--- src/rtl/pipe_ctrl_pkg.sv ---
// rtl/pipe_ctrl_pkg.sv - shared types and helpers for the pipelined selector
package pipe_ctrl_pkg;

    localparam int DEFAULT_WIDTH     = 5;
    localparam int DEFAULT_RESET_VAL = 0;

    // Control half of a stage record; the data half is sized by each instance.
    typedef struct packed {
        logic valid;
        logic err;
    } stage_flags_t;

    // Select width for an N-input selector, never narrower than one bit.
    function automatic int sel_width(input int n);
        return (n > 1) ? $clog2(n) : 1;
    endfunction

endpackage

--- src/rtl/pipe_stage_reg.sv ---
// rtl/pipe_stage_reg.sv - one pipeline register with reset > flush > stall priority
module pipe_stage_reg
    import pipe_ctrl_pkg::*;
#(
    parameter int               WIDTH     = DEFAULT_WIDTH,
    parameter logic [WIDTH-1:0] RESET_VAL = '0
) (
    input  logic               clk,
    input  logic               rst_n,
    input  logic               stall,
    input  logic               flush,
    input  logic               data_en,
    input  logic [WIDTH-1:0]   d_data,
    input  stage_flags_t       d_flags,
    output logic [WIDTH-1:0]   q_data,
    output stage_flags_t       q_flags
);

    // Reset and flush both clear; stall freezes; data_en lets bubbles keep old data.
    always_ff @(posedge clk) begin
        if (!rst_n) begin
            q_data  <= RESET_VAL;
            q_flags <= '0;
        end else if (flush) begin
            q_data  <= RESET_VAL;
            q_flags <= '0;
        end else if (!stall) begin
            if (data_en) begin
                q_data <= d_data;
            end
            q_flags <= d_flags;
        end
    end

endmodule

--- src/rtl/mux_pipe_sel.sv ---
// rtl/mux_pipe_sel.sv - N:1 operand select followed by a stallable, flushable pipeline
module mux_pipe_sel
    import pipe_ctrl_pkg::*;
#(
    parameter int          WIDTH     = DEFAULT_WIDTH,
    parameter int          NUM_IN    = 4,
    parameter int          STAGES    = 1,
    parameter int unsigned RESET_VAL = DEFAULT_RESET_VAL,
    localparam int         SEL_W     = sel_width(NUM_IN)
) (
    input  logic                    clk,
    input  logic                    rst_n,
    input  logic [NUM_IN*WIDTH-1:0] in_data,
    input  logic [SEL_W-1:0]        in_sel,
    input  logic                    in_valid,
    input  logic                    stall,
    input  logic                    flush,
    output logic [WIDTH-1:0]        out_data,
    output logic                    out_valid,
    output logic                    out_sel_err
);

    localparam logic [WIDTH-1:0] RST_DATA = WIDTH'(RESET_VAL);

    if (STAGES < 1) begin : g_bad_stages
        $error("mux_pipe_sel: STAGES must be at least 1");
    end
    if (NUM_IN < 2) begin : g_bad_num_in
        $error("mux_pipe_sel: NUM_IN must be at least 2");
    end

    logic [WIDTH-1:0] w_sel_data;
    logic             w_sel_ok;

    // Index k 0..STAGES-1 feeds stage k; index STAGES is the last stage output.
    logic [WIDTH-1:0] w_stage_data  [STAGES+1];
    stage_flags_t     w_stage_flags [STAGES+1];

    // Pick the addressed input; an unmatched select yields RESET_VAL and no ok.
    always_comb begin
        w_sel_data = RST_DATA;
        w_sel_ok   = 1'b0;
        for (int k = 0; k < NUM_IN; k++) begin
            if (in_sel == SEL_W'(k)) begin
                w_sel_data = in_data[k*WIDTH +: WIDTH];
                w_sel_ok   = 1'b1;
            end
        end
    end

    assign w_stage_data[0]        = w_sel_data;
    assign w_stage_flags[0].valid = in_valid;
    assign w_stage_flags[0].err   = in_valid & ~w_sel_ok;

    for (genvar i = 0; i < STAGES; i++) begin : g_stage
        // Only stage 0 skips the data load on bubbles, so idle slots do not toggle the data path.
        pipe_stage_reg #(
            .WIDTH     (WIDTH),
            .RESET_VAL (RST_DATA)
        ) u_stage (
            .clk     (clk),
            .rst_n   (rst_n),
            .stall   (stall),
            .flush   (flush),
            .data_en ((i == 0) ? in_valid : 1'b1),
            .d_data  (w_stage_data[i]),
            .d_flags (w_stage_flags[i]),
            .q_data  (w_stage_data[i+1]),
            .q_flags (w_stage_flags[i+1])
        );
    end

    assign out_data    = w_stage_data[STAGES];
    assign out_valid   = w_stage_flags[STAGES].valid;
    assign out_sel_err = w_stage_flags[STAGES].err;

endmodule
--- config.mk ---
export PLATFORM = sky130hd
export DESIGN_NAME = mux_pipe_sel
export DESIGN_NICKNAME = d
export VERILOG_FILES = /design/src/rtl/pipe_ctrl_pkg.sv /design/src/rtl/pipe_stage_reg.sv /design/src/rtl/mux_pipe_sel.sv
export SDC_FILE = /design/constraint.sdc
export NUM_CORES = 1
export LEC_CHECK = 0
export BUFFER_PORTS_ARGS = -buffer_cell sky130_fd_sc_hd__buf_2
export CAP_MARGIN = 30
export CORE_AREA = 2 2 39 41
export CTS_CLUSTER_DIAMETER = 200
export DETAILED_ROUTE_END_ITERATION = 6
export DIE_AREA = 0 0 41 43
export PLACE_DENSITY_LB_ADDON = 0.05
export RECOVER_POWER = 50
export SLEW_MARGIN = 30
export SYNTH_ARGS = -nofsm -noshare
export SYNTH_HDL_FRONTEND = slang
export SYNTH_HIERARCHICAL = 1
export SYNTH_SLANG_ARGS = --single-unit
--- constraint.sdc ---
create_clock -name clk -period 2.56 [get_ports clk]
set_input_delay 0.64 -clock clk [delete_from_list [all_inputs] [get_ports clk]]
set_output_delay 0.64 -clock clk [all_outputs]
set_load 0.05 [all_outputs]
Word level (Yosys, flattened, before mapping) --
Index checks and enable logic that the tools add are counted.
Word-level totals: output and inout bits 7, input port bits 27, bits in registers 7, word-level logic and storage cells 21
Cells by class: bitwise operators 4, reduce and logical (&&, ||, !) cells 3, muxes and demuxes 8, equality and inequality tests 3
Operators with widths (number):
- 5-bit two-way mux | 4
- 2-bit == test (second input constant) | 2
- 1-bit two-way mux | 4
- 1-bit NOT | 3
- 2-bit by 1-bit == test with 1-bit output (second input constant) | 1
- 2-bit logical NOT | 1
- 2-bit AND reduction | 1
- 2-bit OR reduction | 1
- 1-bit bitwise AND | 1

Logic depth before layout (Yosys ltp) --
Gate-level depths: netlist of run 1.
depth after elaboration 7, gate-level depth with buffers 4

By module --
The synthesis of run 1 kept the hierarchy.
By module, submodules not included:
- pipe_stage_reg | instances 1, sequential area each 140.1 µm², area each 262.8 µm², cells an instance 24
- mux_pipe_sel | instances 1, sequential area each 0.0 µm², area each 127.6 µm², cells an instance 7

Least setup slack after synthesis of run 1 --
Ideal clock, no wire load.
kind input-to-reg, from input in_sel[0], to register g_stage[0].u_stage.q_data[0], setup slack 1.039 ns, arrival time 1.400 ns, setup time 0.121 ns, required time 2.439 ns, cell stages on the path 4, cells stage by stage buf_6 -> mux4_2 -> mux2i_1 -> nor2_1
Between the ends: word-level cells in the longest chain between the ends 5
Ends and longest elaborated chain:
- from (decl) | line mux_pipe_sel.sv:14 | input logic [SEL_W-1:0] in_sel,
- 2-bit logical NOT | line mux_pipe_sel.sv:44 | if (in_sel == SEL_W'(k)) begin
- 5-bit two-way mux (3 in a row) | line mux_pipe_sel.sv:44
- 5-bit two-way mux * | line mux_pipe_sel.sv:44
- net w_sel_data[0] | line mux_pipe_sel.sv:32 | logic [WIDTH-1:0] w_sel_data;
- to (signal assigned) | line pipe_stage_reg.sv:29 | q_data <= d_data;
- to (decl) | line pipe_stage_reg.sv:15 | output logic [WIDTH-1:0] q_data,
The timed path passes the listed nets; every way through them passes the cells marked *. A chain may end at the register's enable or synchronous reset.

Final worst setup path of run 1 --
from input in_sel[0], to register g_stage[0].u_stage.q_data[1]
Same word-level chain as after synthesis.

==> impl_metrics.xml, run 1 <==
<?xml version="1.0" encoding="UTF-8"?>
<metrics>
  <group name="drt">
    <metric name="vias" unit="">370</metric>
    <metric name="wl_per_cell" unit="um">9.88</metric>
    <metric name="wirelength" unit="um">810</metric>
    <metric name="post_detailed_route_via_to_cell_ratio" unit="">4.51</metric>
    <metric name="route.detailed.drc" unit="">0</metric>
    <metric name="detail_route_antenna_nets" unit="">0</metric>
    <metric name="iteration_0_drc_markers" unit="">3</metric>
    <metric name="drtPass1Iterations" unit="">4</metric>
  </group>
  <group name="grt">
    <metric name="initial_antenna_violation_count" unit="">0</metric>
    <metric name="number_of_global_route_vias_before_repair" unit="">283</metric>
    <metric name="gr-total-overflow" unit="">0</metric>
    <metric name="grt_pass1_wl" unit="um">1080</metric>
    <metric name="grt_usage" unit="%">9.65</metric>
    <metric name="grt_max_degree" unit="">8</metric>
  </group>
  <group name="logic_synthesis">
    <metric name="postSynthCellCount" unit="">31</metric>
    <metric name="async_set_reset_flop_share_out_of_synthesis" unit="%">0</metric>
    <metric name="ys_ff_latch" unit="">7</metric>
    <metric name="synth-main-ff-cell" unit="">sky130_fd_sc_hd__dfxtp_1</metric>
    <metric name="yosysTopAreaCellShare" unit="%">35.9</metric>
    <metric name="avgSynthCellArea" unit="sq um">12.6</metric>
    <metric name="syn_area" unit="sq um">390</metric>
    <metric name="yosys-top-cells-count" unit="">7 x sky130_fd_sc_hd__dfxtp_1, 7 x sky130_fd_sc_hd__mux2i_1, 7 x sky130_fd_sc_hd__nor2_1</metric>
    <metric name="syn_nets" unit="">58</metric>
    <metric name="yosys_warnings" unit="">6</metric>
    <metric name="synth.area.top_cells" unit="">sky130_fd_sc_hd__dfxtp_1 36%, sky130_fd_sc_hd__mux4_2 29%, sky130_fd_sc_hd__mux2i_1 18%</metric>
    <metric name="synth-edff-count" unit="">0</metric>
    <metric name="synthDistinctLibCells" unit="">8</metric>
    <metric name="yosysSeqAreaShare" unit="%">35.9</metric>
    <metric name="synth_largest_area_cell" unit="">sky130_fd_sc_hd__dfxtp_1</metric>
  </group>
  <group name="clock_tree">
    <metric name="worst_setup_hold_path_clk_slew" unit="ns">0.05</metric>
    <metric name="clk_path_buf_depth" unit="">2</metric>
    <metric name="clockRootBuffer" unit="">sky130_fd_sc_hd__clkbuf_4</metric>
    <metric name="cts-htree-levels" unit="">1</metric>
    <metric name="clkLatencyLatePin" unit="ns">0.24</metric>
    <metric name="hold_buffers" unit="">0</metric>
    <metric name="post-cts-setup-buffers" unit="">0</metric>
    <metric name="cts_sinks" unit="">7</metric>
    <metric name="tritoncts" unit="">done</metric>
    <metric name="cts_buffers" unit="">3</metric>
    <metric name="number_of_gates_resized_after_cts" unit="">0</metric>
  </group>
  <group name="die">
    <metric name="initial_core_util" unit="%">28.2</metric>
    <metric name="die_height" unit="um">43</metric>
    <metric name="std_cell_rows" unit="">14</metric>
    <metric name="num_io_pins" unit="">34</metric>
    <metric name="core" unit="sq mm">0.00138</metric>
    <metric name="design.die.area" unit="sq mm">0.00176</metric>
    <metric name="die-width" unit="um">41</metric>
  </group>
  <group name="critical_path">
    <metric name="critical_path_required" unit="ns">2.68</metric>
    <metric name="worst_ep_arrival_time" unit="ns">1.70</metric>
    <metric name="setup.worst_path.end_class" unit="">flop</metric>
    <metric name="start_kind" unit="">input pin</metric>
    <metric name="cp_max_fo" unit="">5</metric>
    <metric name="worst-setup-path-type" unit="">input pin to flop</metric>
    <metric name="setup.reg_to_reg.worst_slack" unit="ns">1.96</metric>
  </group>
  <group name="layout">
    <metric name="finish.cell_count_without_fillers" unit="">82</metric>
    <metric name="num-nets-final" unit="">94</metric>
    <metric name="antenna_cells_inserted" unit="">0</metric>
    <metric name="synthToLayoutAreaGrowth" unit="%">48.1</metric>
    <metric name="drive_above_1_share" unit="%">62.1</metric>
  </group>
  <group name="sta">
    <metric name="setup_total_negative_slack" unit="ns">0</metric>
    <metric name="final.period_utilization" unit="%">61.6</metric>
    <metric name="final_setup_violation_count" unit="">0</metric>
    <metric name="finalHoldViolations" unit="">0</metric>
    <metric name="clock-skew-final" unit="ns">0</metric>
    <metric name="rsz0062_at_grt" unit="">no</metric>
    <metric name="min_period" unit="ns">1.58</metric>
    <metric name="fmax" unit="MHz">634</metric>
    <metric name="drv_slew" unit="">0</metric>
  </group>
  <group name="status">
    <metric name="run_status" unit="">finished clean</metric>
  </group>
  <group name="power">
    <metric name="vdd_drop_max" unit="uV">212</metric>
    <metric name="pwr_density_cell" unit="mW/mm^2">472</metric>
    <metric name="fin_total_pwr" unit="uW">273</metric>
    <metric name="static-leakage-power" unit="uW">0.000287</metric>
  </group>
  <group name="run">
    <metric name="maxCapViolations" unit="">0</metric>
  </group>
  <group name="worst_hold_path">
    <metric name="min_path_type" unit="">flop to flop</metric>
  </group>
  <group name="placed_design">
    <metric name="finalWeightedCongestion" unit="">0.619</metric>
    <metric name="io_buffers" unit="">33</metric>
    <metric name="detailed_place_hpwl" unit="um">704</metric>
    <metric name="numPlacedInstances" unit="">78</metric>
  </group>
</metrics>
metal layers:
metal  vias up  share of wire, %  track usage, %
li1        183                 -               -
met1       161                42            14.0
met2        26                44            10.9
met3         0                15            4.71
met4         0                 0            6.00
met5         -                 0               0
critical path: stages:
cell	delay (ns)
sky130_fd_sc_hd__clkbuf_1	0.30
sky130_fd_sc_hd__mux4_2	0.57
sky130_fd_sc_hd__mux2i_1	0.14
sky130_fd_sc_hd__nor2_1	0.05
path summary, 6_finish.rpt:
kind | start | endpoint | cells past startpoint
max | in_sel[0] | g_stage[0].u_stage/q_data[1] | 4
min | g_stage[0].u_stage/q_flags[0] | g_stage[0].u_stage/q_flags[0] | 2
max reg2reg | g_stage[0].u_stage/q_data[2] | g_stage[0].u_stage/q_data[2] | 2
min reg2reg | g_stage[0].u_stage/q_flags[0] | g_stage[0].u_stage/q_flags[0] | 2
flip-flops by register name, indices dropped and copies added, names as in the netlist:
register and cells:
g_stage.u_stage/q_data 5, g_stage.u_stage/q_flags 2
placed cells by master, fill, tap and decap left out:
cell type | netlist | final
sky130_fd_sc_hd__mux2i_1 | 7 | 7
sky130_fd_sc_hd__dfxtp_1 | 7 | 7
sky130_fd_sc_hd__nor2b_2 | 1 | 1
sky130_fd_sc_hd__clkbuf_1 | 0 | 2
sky130_fd_sc_hd__clkbuf_4 | 0 | 3
sky130_fd_sc_hd__buf_2 | 0 | 32
sky130_fd_sc_hd__nand2b_1 | 1 | 1
sky130_fd_sc_hd__nor2_1 | 7 | 7
sky130_fd_sc_hd__conb_1 | 1 | 1
sky130_fd_sc_hd__mux4_2 | 5 | 5
report_power, final:
| group | switching, uW | total (uW) | internal [uW] |
|---|---|---|---|
| Combinational | 28.9 | 63.1 | 34.2 |
| Clock | 37.0 | 96.2 | 59.2 |
| Sequential | 1.37 | 114 | 112 |
logic make-up after synthesis:
kind of cell / count (synthesis) / synth area share, %
other: 1 / 0.961
AND/OR/NAND/NOR: 9 / 10.6
multiplexers: 12 / 46.8
flip-flops: 7 / 35.9
buffers and inverters: 2 / 5.77
final cells by class:
| cell class | instances | area (sq um) |
|---|---|---|
| multi-input cells | 22 | 228 |
| flip-flops and latches | 7 | 140 |
| fillers | 154 | 806 |
| clock buffers | 4 | 26.3 |
| repair buffers | 33 | 164 |
| well taps | 16 | 20.0 |
through the flow:
step	worst slack (ns)	hold slack (ns)	util [%]	area [sq um]
after floorplan	1.04	0.737	-	390
after CTS	1.07	0.495	41.9	579
after detailed placement	0.886	0.482	40.0	553
after global placement	0.884	0.477	40.0	553
after global routing	0.889	0.509	41.8	578
final	0.982	0.486	41.8	578
(Power assumes the default switching activity.)
==> run 2: changes to the inputs <==
--- a/config.mk
+++ b/config.mk
@@ -5,12 +5,13 @@
 export SDC_FILE = /design/constraint.sdc
 export NUM_CORES = 1
 export LEC_CHECK = 0
+export ABC_AREA = 1
 export BUFFER_PORTS_ARGS = -buffer_cell sky130_fd_sc_hd__buf_2
 export CAP_MARGIN = 30
-export CORE_AREA = 2 2 39 41
+export CORE_MARGIN = 2
+export CORE_UTILIZATION = 34
 export CTS_CLUSTER_DIAMETER = 200
 export DETAILED_ROUTE_END_ITERATION = 6
-export DIE_AREA = 0 0 41 43
 export PLACE_DENSITY_LB_ADDON = 0.05
 export RECOVER_POWER = 50
 export SLEW_MARGIN = 30
==> constraint.sdc (replaced) <==
create_clock -name clk -period 1.31 [get_ports clk]
set_input_delay 0.3275 -clock clk [delete_from_list [all_inputs] [get_ports clk]]
set_output_delay 0.3275 -clock clk [all_outputs]
set_load 0.05 [all_outputs]
==> impl_metrics.xml, run 2 <==
<?xml version="1.0" encoding="UTF-8"?>
<metrics>
  <group name="power">
    <metric name="p_sw" unit="uW">174</metric>
    <metric name="pwr-share-comb" unit="%">26.0</metric>
    <metric name="seq_power_share" unit="%">39.2</metric>
    <metric name="fin_total_pwr" unit="uW">569</metric>
    <metric name="switching_share" unit="%">30.6</metric>
    <metric name="static-leakage-power" unit="uW">0.000351</metric>
    <metric name="pwr_density_cell" unit="mW/mm^2">882</metric>
    <metric name="internal_power" unit="uW">395</metric>
    <metric name="vdd_drop_max" unit="uV">484</metric>
    <metric name="clockPowerShare" unit="%">34.8</metric>
  </group>
  <group name="sta">
    <metric name="setup_total_negative_slack" unit="ns">0</metric>
    <metric name="fmax" unit="MHz">852</metric>
    <metric name="rsz0062_at_grt" unit="">no</metric>
    <metric name="drv_slew" unit="">0</metric>
    <metric name="finalHoldViolations" unit="">0</metric>
    <metric name="min_period" unit="ns">1.17</metric>
    <metric name="final_setup_violation_count" unit="">0</metric>
    <metric name="clock-skew-final" unit="ns">0</metric>
    <metric name="final.period_utilization" unit="%">89.6</metric>
  </group>
  <group name="die">
    <metric name="num_io_pins" unit="">34</metric>
    <metric name="design.die.area" unit="sq mm">0.00169</metric>
    <metric name="die_height" unit="um">41.1</metric>
    <metric name="die-width" unit="um">41.1</metric>
    <metric name="core" unit="sq mm">0.00130</metric>
    <metric name="std_cell_rows" unit="">13</metric>
    <metric name="initial_core_util" unit="%">36.0</metric>
  </group>
  <group name="layout">
    <metric name="layout_top_registers" unit="">g_stage.u_stage/q_data: 5 flops, g_stage.u_stage/q_flags: 2 flops</metric>
    <metric name="largest_register" unit="">g_stage.u_stage/q_data</metric>
    <metric name="synthToLayoutAreaGrowth" unit="%">38.0</metric>
    <metric name="leading_cell_type_in_the_layout_fill_and_taps_excluded" unit="">sky130_fd_sc_hd__buf_2</metric>
    <metric name="drive_above_1_share" unit="%">35.5</metric>
    <metric name="num-nets-final" unit="">138</metric>
    <metric name="layout.cells.most_common_list" unit="">32 x sky130_fd_sc_hd__buf_2, 20 x sky130_fd_sc_hd__nand3_1, 14 x sky130_fd_sc_hd__nand2_1, 12 x sky130_fd_sc_hd__nor2_1, 9 x sky130_fd_sc_hd__inv_1</metric>
    <metric name="antenna_cells_inserted" unit="">0</metric>
    <metric name="largest_register_ff_count" unit="">5</metric>
    <metric name="utilization" unit="%">49.6</metric>
  </group>
  <group name="clock_tree">
    <metric name="cts_buffers" unit="">3</metric>
    <metric name="tritoncts" unit="">done</metric>
    <metric name="hold_buffers" unit="">0</metric>
    <metric name="worst_setup_hold_path_clk_slew" unit="ns">0.06</metric>
    <metric name="post-cts-setup-buffers" unit="">0</metric>
    <metric name="number_of_gates_resized_after_cts" unit="">0</metric>
    <metric name="cts_sinks" unit="">7</metric>
    <metric name="clockRootBuffer" unit="">sky130_fd_sc_hd__clkbuf_4</metric>
    <metric name="clkLatencyLatePin" unit="ns">0.25</metric>
    <metric name="clk_path_buf_depth" unit="">2</metric>
    <metric name="cts-htree-levels" unit="">1</metric>
  </group>
  <group name="placed_design">
    <metric name="finalWeightedCongestion" unit="">0.752</metric>
    <metric name="detailed_place_hpwl" unit="um">928</metric>
    <metric name="io_buffers" unit="">33</metric>
  </group>
  <group name="logic_synthesis">
    <metric name="async_set_reset_flop_share_out_of_synthesis" unit="%">0</metric>
    <metric name="synth-main-ff-cell" unit="">sky130_fd_sc_hd__dfxtp_1</metric>
    <metric name="yosysSeqAreaShare" unit="%">29.9</metric>
    <metric name="postSynthCellCount" unit="">75</metric>
    <metric name="synth_largest_area_cell" unit="">sky130_fd_sc_hd__dfxtp_1</metric>
    <metric name="synth-edff-count" unit="">0</metric>
    <metric name="syn_nets" unit="">102</metric>
    <metric name="synth.area.top_cells" unit="">sky130_fd_sc_hd__dfxtp_1 30%, sky130_fd_sc_hd__nand3_1 21%, sky130_fd_sc_hd__nand2_1 11%</metric>
    <metric name="synth.most_common_cell" unit="">sky130_fd_sc_hd__nand3_1</metric>
    <metric name="syn_area" unit="sq um">468</metric>
    <metric name="yosys_warnings" unit="">6</metric>
    <metric name="yosys-top-cells-count" unit="">20 x sky130_fd_sc_hd__nand3_1, 14 x sky130_fd_sc_hd__nand2_1, 10 x sky130_fd_sc_hd__nor2_1</metric>
    <metric name="synthDistinctLibCells" unit="">12</metric>
    <metric name="yosysTopAreaCellShare" unit="%">29.9</metric>
    <metric name="ys_ff_latch" unit="">7</metric>
    <metric name="avgSynthCellArea" unit="sq um">6.24</metric>
  </group>
  <group name="critical_path">
    <metric name="cp_max_fo" unit="">2</metric>
    <metric name="rr_endpoint" unit="">g_stage[0].u_stage/q_flags[1]</metric>
    <metric name="start_kind" unit="">flop</metric>
    <metric name="worst_r2r_startpoint" unit="">g_stage[0].u_stage/q_flags[1]</metric>
    <metric name="setup.worst_path.end_class" unit="">output pin</metric>
    <metric name="setup.worst_path.start" unit="">g_stage[0].u_stage/q_data[1]</metric>
    <metric name="setup.reg_to_reg.worst_slack" unit="ns">0.74</metric>
    <metric name="worst_ep_arrival_time" unit="ns">0.85</metric>
    <metric name="worst_setup_path_endpoint" unit="">out_data[1]</metric>
    <metric name="timing.critical_path.slowest_cell_delay" unit="ns">0.33</metric>
    <metric name="crit_path_cell_trace" unit="">buf_2</metric>
    <metric name="cpLargestDelayFamily" unit="">flip-flops</metric>
    <metric name="critical_path_required" unit="ns">0.98</metric>
    <metric name="path_depth" unit="">1</metric>
    <metric name="r2r_cells" unit="">2</metric>
    <metric name="critical_path.n_buffers_inverters" unit="">1</metric>
    <metric name="worst_path_max_delay_cell" unit="">sky130_fd_sc_hd__dfxtp_1</metric>
    <metric name="worst-setup-path-type" unit="">flop to output pin</metric>
  </group>
  <group name="drt">
    <metric name="vias" unit="">593</metric>
    <metric name="detail_route_antenna_nets" unit="">0</metric>
    <metric name="wl_per_cell" unit="um">8.74</metric>
    <metric name="drtPass1Iterations" unit="">4</metric>
    <metric name="post_detailed_route_via_to_cell_ratio" unit="">4.74</metric>
    <metric name="wirelength" unit="um">1090</metric>
    <metric name="iteration_0_drc_markers" unit="">6</metric>
    <metric name="route.detailed.drc" unit="">0</metric>
  </group>
  <group name="status">
    <metric name="run_status" unit="">finished clean</metric>
  </group>
  <group name="worst_hold_path">
    <metric name="min_path_type" unit="">input pin to flop</metric>
  </group>
  <group name="grt">
    <metric name="grt_usage" unit="%">15.7</metric>
    <metric name="gr-total-overflow" unit="">0</metric>
    <metric name="number_of_global_route_vias_before_repair" unit="">461</metric>
    <metric name="initial_antenna_violation_count" unit="">0</metric>
    <metric name="grt_max_degree" unit="">13</metric>
    <metric name="grt_pass1_wl" unit="um">1730</metric>
  </group>
  <group name="run">
    <metric name="maxCapViolations" unit="">0</metric>
  </group>
</metrics>
-- run 2: worst register-to-register path: stages (launching register included) --
cell and delay [ns]:
sky130_fd_sc_hd__dfxtp_1 0.32, sky130_fd_sc_hd__nand2_1 0.05, sky130_fd_sc_hd__a21oi_1 0.13
-- run 2: stage by stage --
step / cell area, sq um / hold slack, ns / instances / worst slack [ns]
finish: 646 / 0.366 / 125 / 0.137
global placement: 629 / 0.440 / 121 / 0.124
global route: 646 / 0.375 / 125 / 0.0835
detailed placement: 629 / 0.444 / 121 / 0.118
floorplan: 468 / 0.464 / 75 / 0.379
CTS: 656 / 0.348 / 125 / 0.126
-- run 2: cell families after synthesis --
kind of cell / after synthesis / share of synthesized area, %
compound gates: 2 / 2.14
buf+inv: 13 / 13.6
flops: 7 / 29.9
other cells: 1 / 0.801
simple gates: 52 / 53.5
-- run 2: how the worst min path moves through the flow --
stage	start	endpoint	slack, ns	cells past startpoint
3_3_place_gp	g_stage[0].u_stage/q_flags[0]	g_stage[0].u_stage/q_flags[0]	0.44	2
3_5_place_dp	g_stage[0].u_stage/q_flags[0]	g_stage[0].u_stage/q_flags[0]	0.44	2
6_report	stall	g_stage[0].u_stage/q_flags[1]	0.37	3
2_1_floorplan	stall	g_stage[0].u_stage/q_flags[1]	0.46	2
4_1_cts	flush	g_stage[0].u_stage/q_data[1]	0.35	4
5_1_grt	stall	g_stage[0].u_stage/q_flags[0]	0.37	3
-- run 2: per-layer routing --
layer	up-vias	global-route usage (%)	routed length, um	share of wire [%]
li1	316	-	-	-
met1	257	19.2	520	48
met2	20	25.8	482	44
met3	0	8.15	88	8.1
met4	0	0	0	0
met5	-	0	0	0
-- run 2: cell type report --
cell class	instances	area [sq um]
fillers	169	656
clock buffers	4	26.3
inverters	11	41.3
repair buffers	33	165
well taps	15	18.8
flip-flops and latches	7	140
multi-input cells	55	254
-- run 2: power by group through the flow --
stage / clock network (uW) / registers, uW / logic (uW)
floorplan: 0 / 253 / 72.1
global placement: 0 / 228 / 154
detailed placement: 0 / 228 / 154
CTS: 206 / 223 / 154
global route: 213 / 224 / 170
finish: 198 / 223 / 148
==> run 3: changes to the inputs <==
--- a/config.mk
+++ b/config.mk
@@ -14,6 +14,8 @@
 export DETAILED_ROUTE_END_ITERATION = 6
 export PLACE_DENSITY_LB_ADDON = 0.05
 export RECOVER_POWER = 50
+export SETUP_SLACK_MARGIN = 0.3
+export SKIP_CTS_REPAIR_TIMING = 1
 export SLEW_MARGIN = 30
 export SYNTH_ARGS = -nofsm -noshare
 export SYNTH_HDL_FRONTEND = slang
==> impl_metrics.xml, run 3 (same netlist as run 2, synthesis figures left out) <==
<?xml version="1.0" encoding="UTF-8"?>
<metrics>
  <group name="status">
    <metric name="run_status" unit="">finished clean</metric>
  </group>
  <group name="sta">
    <metric name="rsz0062_at_grt" unit="">yes</metric>
    <metric name="clock-skew-final" unit="ns">0</metric>
    <metric name="min_period" unit="ns">1.07</metric>
    <metric name="setup_total_negative_slack" unit="ns">0</metric>
    <metric name="fmax" unit="MHz">934</metric>
    <metric name="finalHoldViolations" unit="">0</metric>
    <metric name="final.hold.worst_slack" unit="ns">0.360</metric>
    <metric name="final_setup_violation_count" unit="">0</metric>
    <metric name="final.period_utilization" unit="%">81.7</metric>
    <metric name="drv_slew" unit="">0</metric>
  </group>
  <group name="drt">
    <metric name="route.detailed.drc" unit="">0</metric>
    <metric name="vias" unit="">619</metric>
    <metric name="route.met2.wl" unit="um">504</metric>
    <metric name="wirelength" unit="um">1130</metric>
    <metric name="drtPass1Iterations" unit="">4</metric>
    <metric name="met3_length" unit="um">99</metric>
    <metric name="wl_per_cell" unit="um">9.02</metric>
    <metric name="iteration_0_drc_markers" unit="">4</metric>
    <metric name="detail_route.wirelength.met1" unit="um">523</metric>
    <metric name="post_detailed_route_via_to_cell_ratio" unit="">4.95</metric>
    <metric name="routed.top_layer" unit="">met3</metric>
    <metric name="detail_route_antenna_nets" unit="">0</metric>
  </group>
  <group name="grt">
    <metric name="initial_antenna_violation_count" unit="">0</metric>
    <metric name="gr-total-overflow" unit="">0</metric>
    <metric name="grt_max_degree" unit="">13</metric>
    <metric name="number_of_global_route_vias_before_repair" unit="">461</metric>
    <metric name="grt_pass1_wl" unit="um">1730</metric>
    <metric name="grt_usage" unit="%">15.7</metric>
  </group>
  <group name="critical_path">
    <metric name="critical_path.n_buffers_inverters" unit="">1</metric>
    <metric name="cpLargestDelayFamily" unit="">flip-flops</metric>
    <metric name="crit_path_cell_trace" unit="">buf_8</metric>
    <metric name="start_kind" unit="">flop</metric>
    <metric name="setup.worst_path.end_class" unit="">output pin</metric>
    <metric name="timing.critical_path.slowest_cell_delay" unit="ns">0.34</metric>
    <metric name="cp_max_fo" unit="">2</metric>
    <metric name="critical_path_required" unit="ns">0.98</metric>
    <metric name="worst-setup-path-type" unit="">flop to output pin</metric>
    <metric name="worst_ep_arrival_time" unit="ns">0.74</metric>
    <metric name="worst_path_max_delay_cell" unit="">sky130_fd_sc_hd__dfxtp_2</metric>
  </group>
  <group name="power">
    <metric name="pwr_density_cell" unit="mW/mm^2">810</metric>
    <metric name="vdd_drop_max" unit="uV">429</metric>
    <metric name="fin_total_pwr" unit="uW">592</metric>
    <metric name="static-leakage-power" unit="uW">0.000367</metric>
  </group>
  <group name="placed_design">
    <metric name="io_buffers" unit="">33</metric>
    <metric name="detailed_place_hpwl" unit="um">928</metric>
    <metric name="finalWeightedCongestion" unit="">0.752</metric>
  </group>
  <group name="die">
    <metric name="die_height" unit="um">41.1</metric>
    <metric name="num_io_pins" unit="">34</metric>
    <metric name="die-width" unit="um">41.1</metric>
    <metric name="std_cell_rows" unit="">13</metric>
    <metric name="initial_core_util" unit="%">36.0</metric>
    <metric name="design.die.area" unit="sq mm">0.00169</metric>
    <metric name="core" unit="sq mm">0.00130</metric>
  </group>
  <group name="layout">
    <metric name="num-nets-final" unit="">138</metric>
    <metric name="largest_register_ff_count" unit="">5</metric>
    <metric name="leading_cell_type_in_the_layout_fill_and_taps_excluded" unit="">sky130_fd_sc_hd__buf_2</metric>
    <metric name="layout_top_registers" unit="">g_stage.u_stage/q_data: 5 flops, g_stage.u_stage/q_flags: 2 flops</metric>
    <metric name="synthToLayoutAreaGrowth" unit="%">56.1</metric>
    <metric name="layout.cells.most_common_list" unit="">24 x sky130_fd_sc_hd__buf_2, 20 x sky130_fd_sc_hd__nand3_1, 14 x sky130_fd_sc_hd__nand2_1, 11 x sky130_fd_sc_hd__nor2_1, 8 x sky130_fd_sc_hd__inv_1</metric>
    <metric name="largest_register" unit="">g_stage.u_stage/q_data</metric>
    <metric name="drive_above_1_share" unit="%">43.6</metric>
    <metric name="antenna_cells_inserted" unit="">0</metric>
  </group>
  <group name="worst_hold_path">
    <metric name="min_path_type" unit="">input pin to flop</metric>
  </group>
  <group name="clock_tree">
    <metric name="clockRootBuffer" unit="">sky130_fd_sc_hd__clkbuf_4</metric>
    <metric name="cts_buffers" unit="">3</metric>
    <metric name="cts-htree-levels" unit="">1</metric>
    <metric name="tritoncts" unit="">done</metric>
    <metric name="clk_path_buf_depth" unit="">2</metric>
    <metric name="clkLatencyLatePin" unit="ns">0.25</metric>
    <metric name="worst_setup_hold_path_clk_slew" unit="ns">0.06</metric>
    <metric name="cts_sinks" unit="">7</metric>
  </group>
  <group name="run">
    <metric name="maxCapViolations" unit="">0</metric>
  </group>
</metrics>
run 3: cell types whose count changed in the layout (fill, tap and decap cells not counted), moves of 6 or more:
cell | before | now
sky130_fd_sc_hd__buf_2 | 32 | 24
sky130_fd_sc_hd__buf_8 | 0 | 6
sky130_fd_sc_hd__dfxtp_2 | 0 | 7
sky130_fd_sc_hd__dfxtp_1 | 7 | 0
run 3: worst min-delay path: stages:
cell	delay (ns)
sky130_fd_sc_hd__buf_2	0.14
sky130_fd_sc_hd__nand2_1	0.06
sky130_fd_sc_hd__a21oi_1	0.05
run 3: routing by layer:
metal  global-route usage (%)  vias up
met5                        0        -
met4                        0        0
met3                     8.15        0
met2                     25.8       24
met1                     19.2      275
li1                         -      320
run 3: through the flow:
step | util (%) | cells | setup WS [ns] | instance area [sq um]
finish | 56.2 | 125 | 0.240 | 731
global route | 56.2 | 125 | 0.210 | 731
CTS | 50.4 | 125 | 0.126 | 656
detailed placement | 48.4 | 121 | 0.118 | 629
global placement | 48.4 | 121 | 0.124 | 629
floorplan | - | 75 | 0.379 | 468
run 3: worst paths after layout:
kind | startpoint | endpoint | slack, ns | depth (start not counted)
max reg2reg | g_stage[0].u_stage/q_flags[0] | g_stage[0].u_stage/q_flags[0] | 0.73 | 2
max | g_stage[0].u_stage/q_data[1] | out_data[1] | 0.24 | 1
min | stall | g_stage[0].u_stage/q_flags[1] | 0.36 | 3
min reg2reg | g_stage[0].u_stage/q_flags[0] | g_stage[0].u_stage/q_flags[0] | 0.47 | 2
run 3: cell type report:
class                      instances  area [sq um]
timing repair buffer              33           234
multi-input combinational         55           262
sequential                         7           149
tap                               15          18.8
clock buffer                       4          26.3
inverter                          11          41.3
fill                             152           571
run 3: report_power, final:
part	total (uW)	switching [uW]	internal, uW
Sequential	228	5.79	222
Combinational	166	92.1	73.4
Clock	199	82.5	116
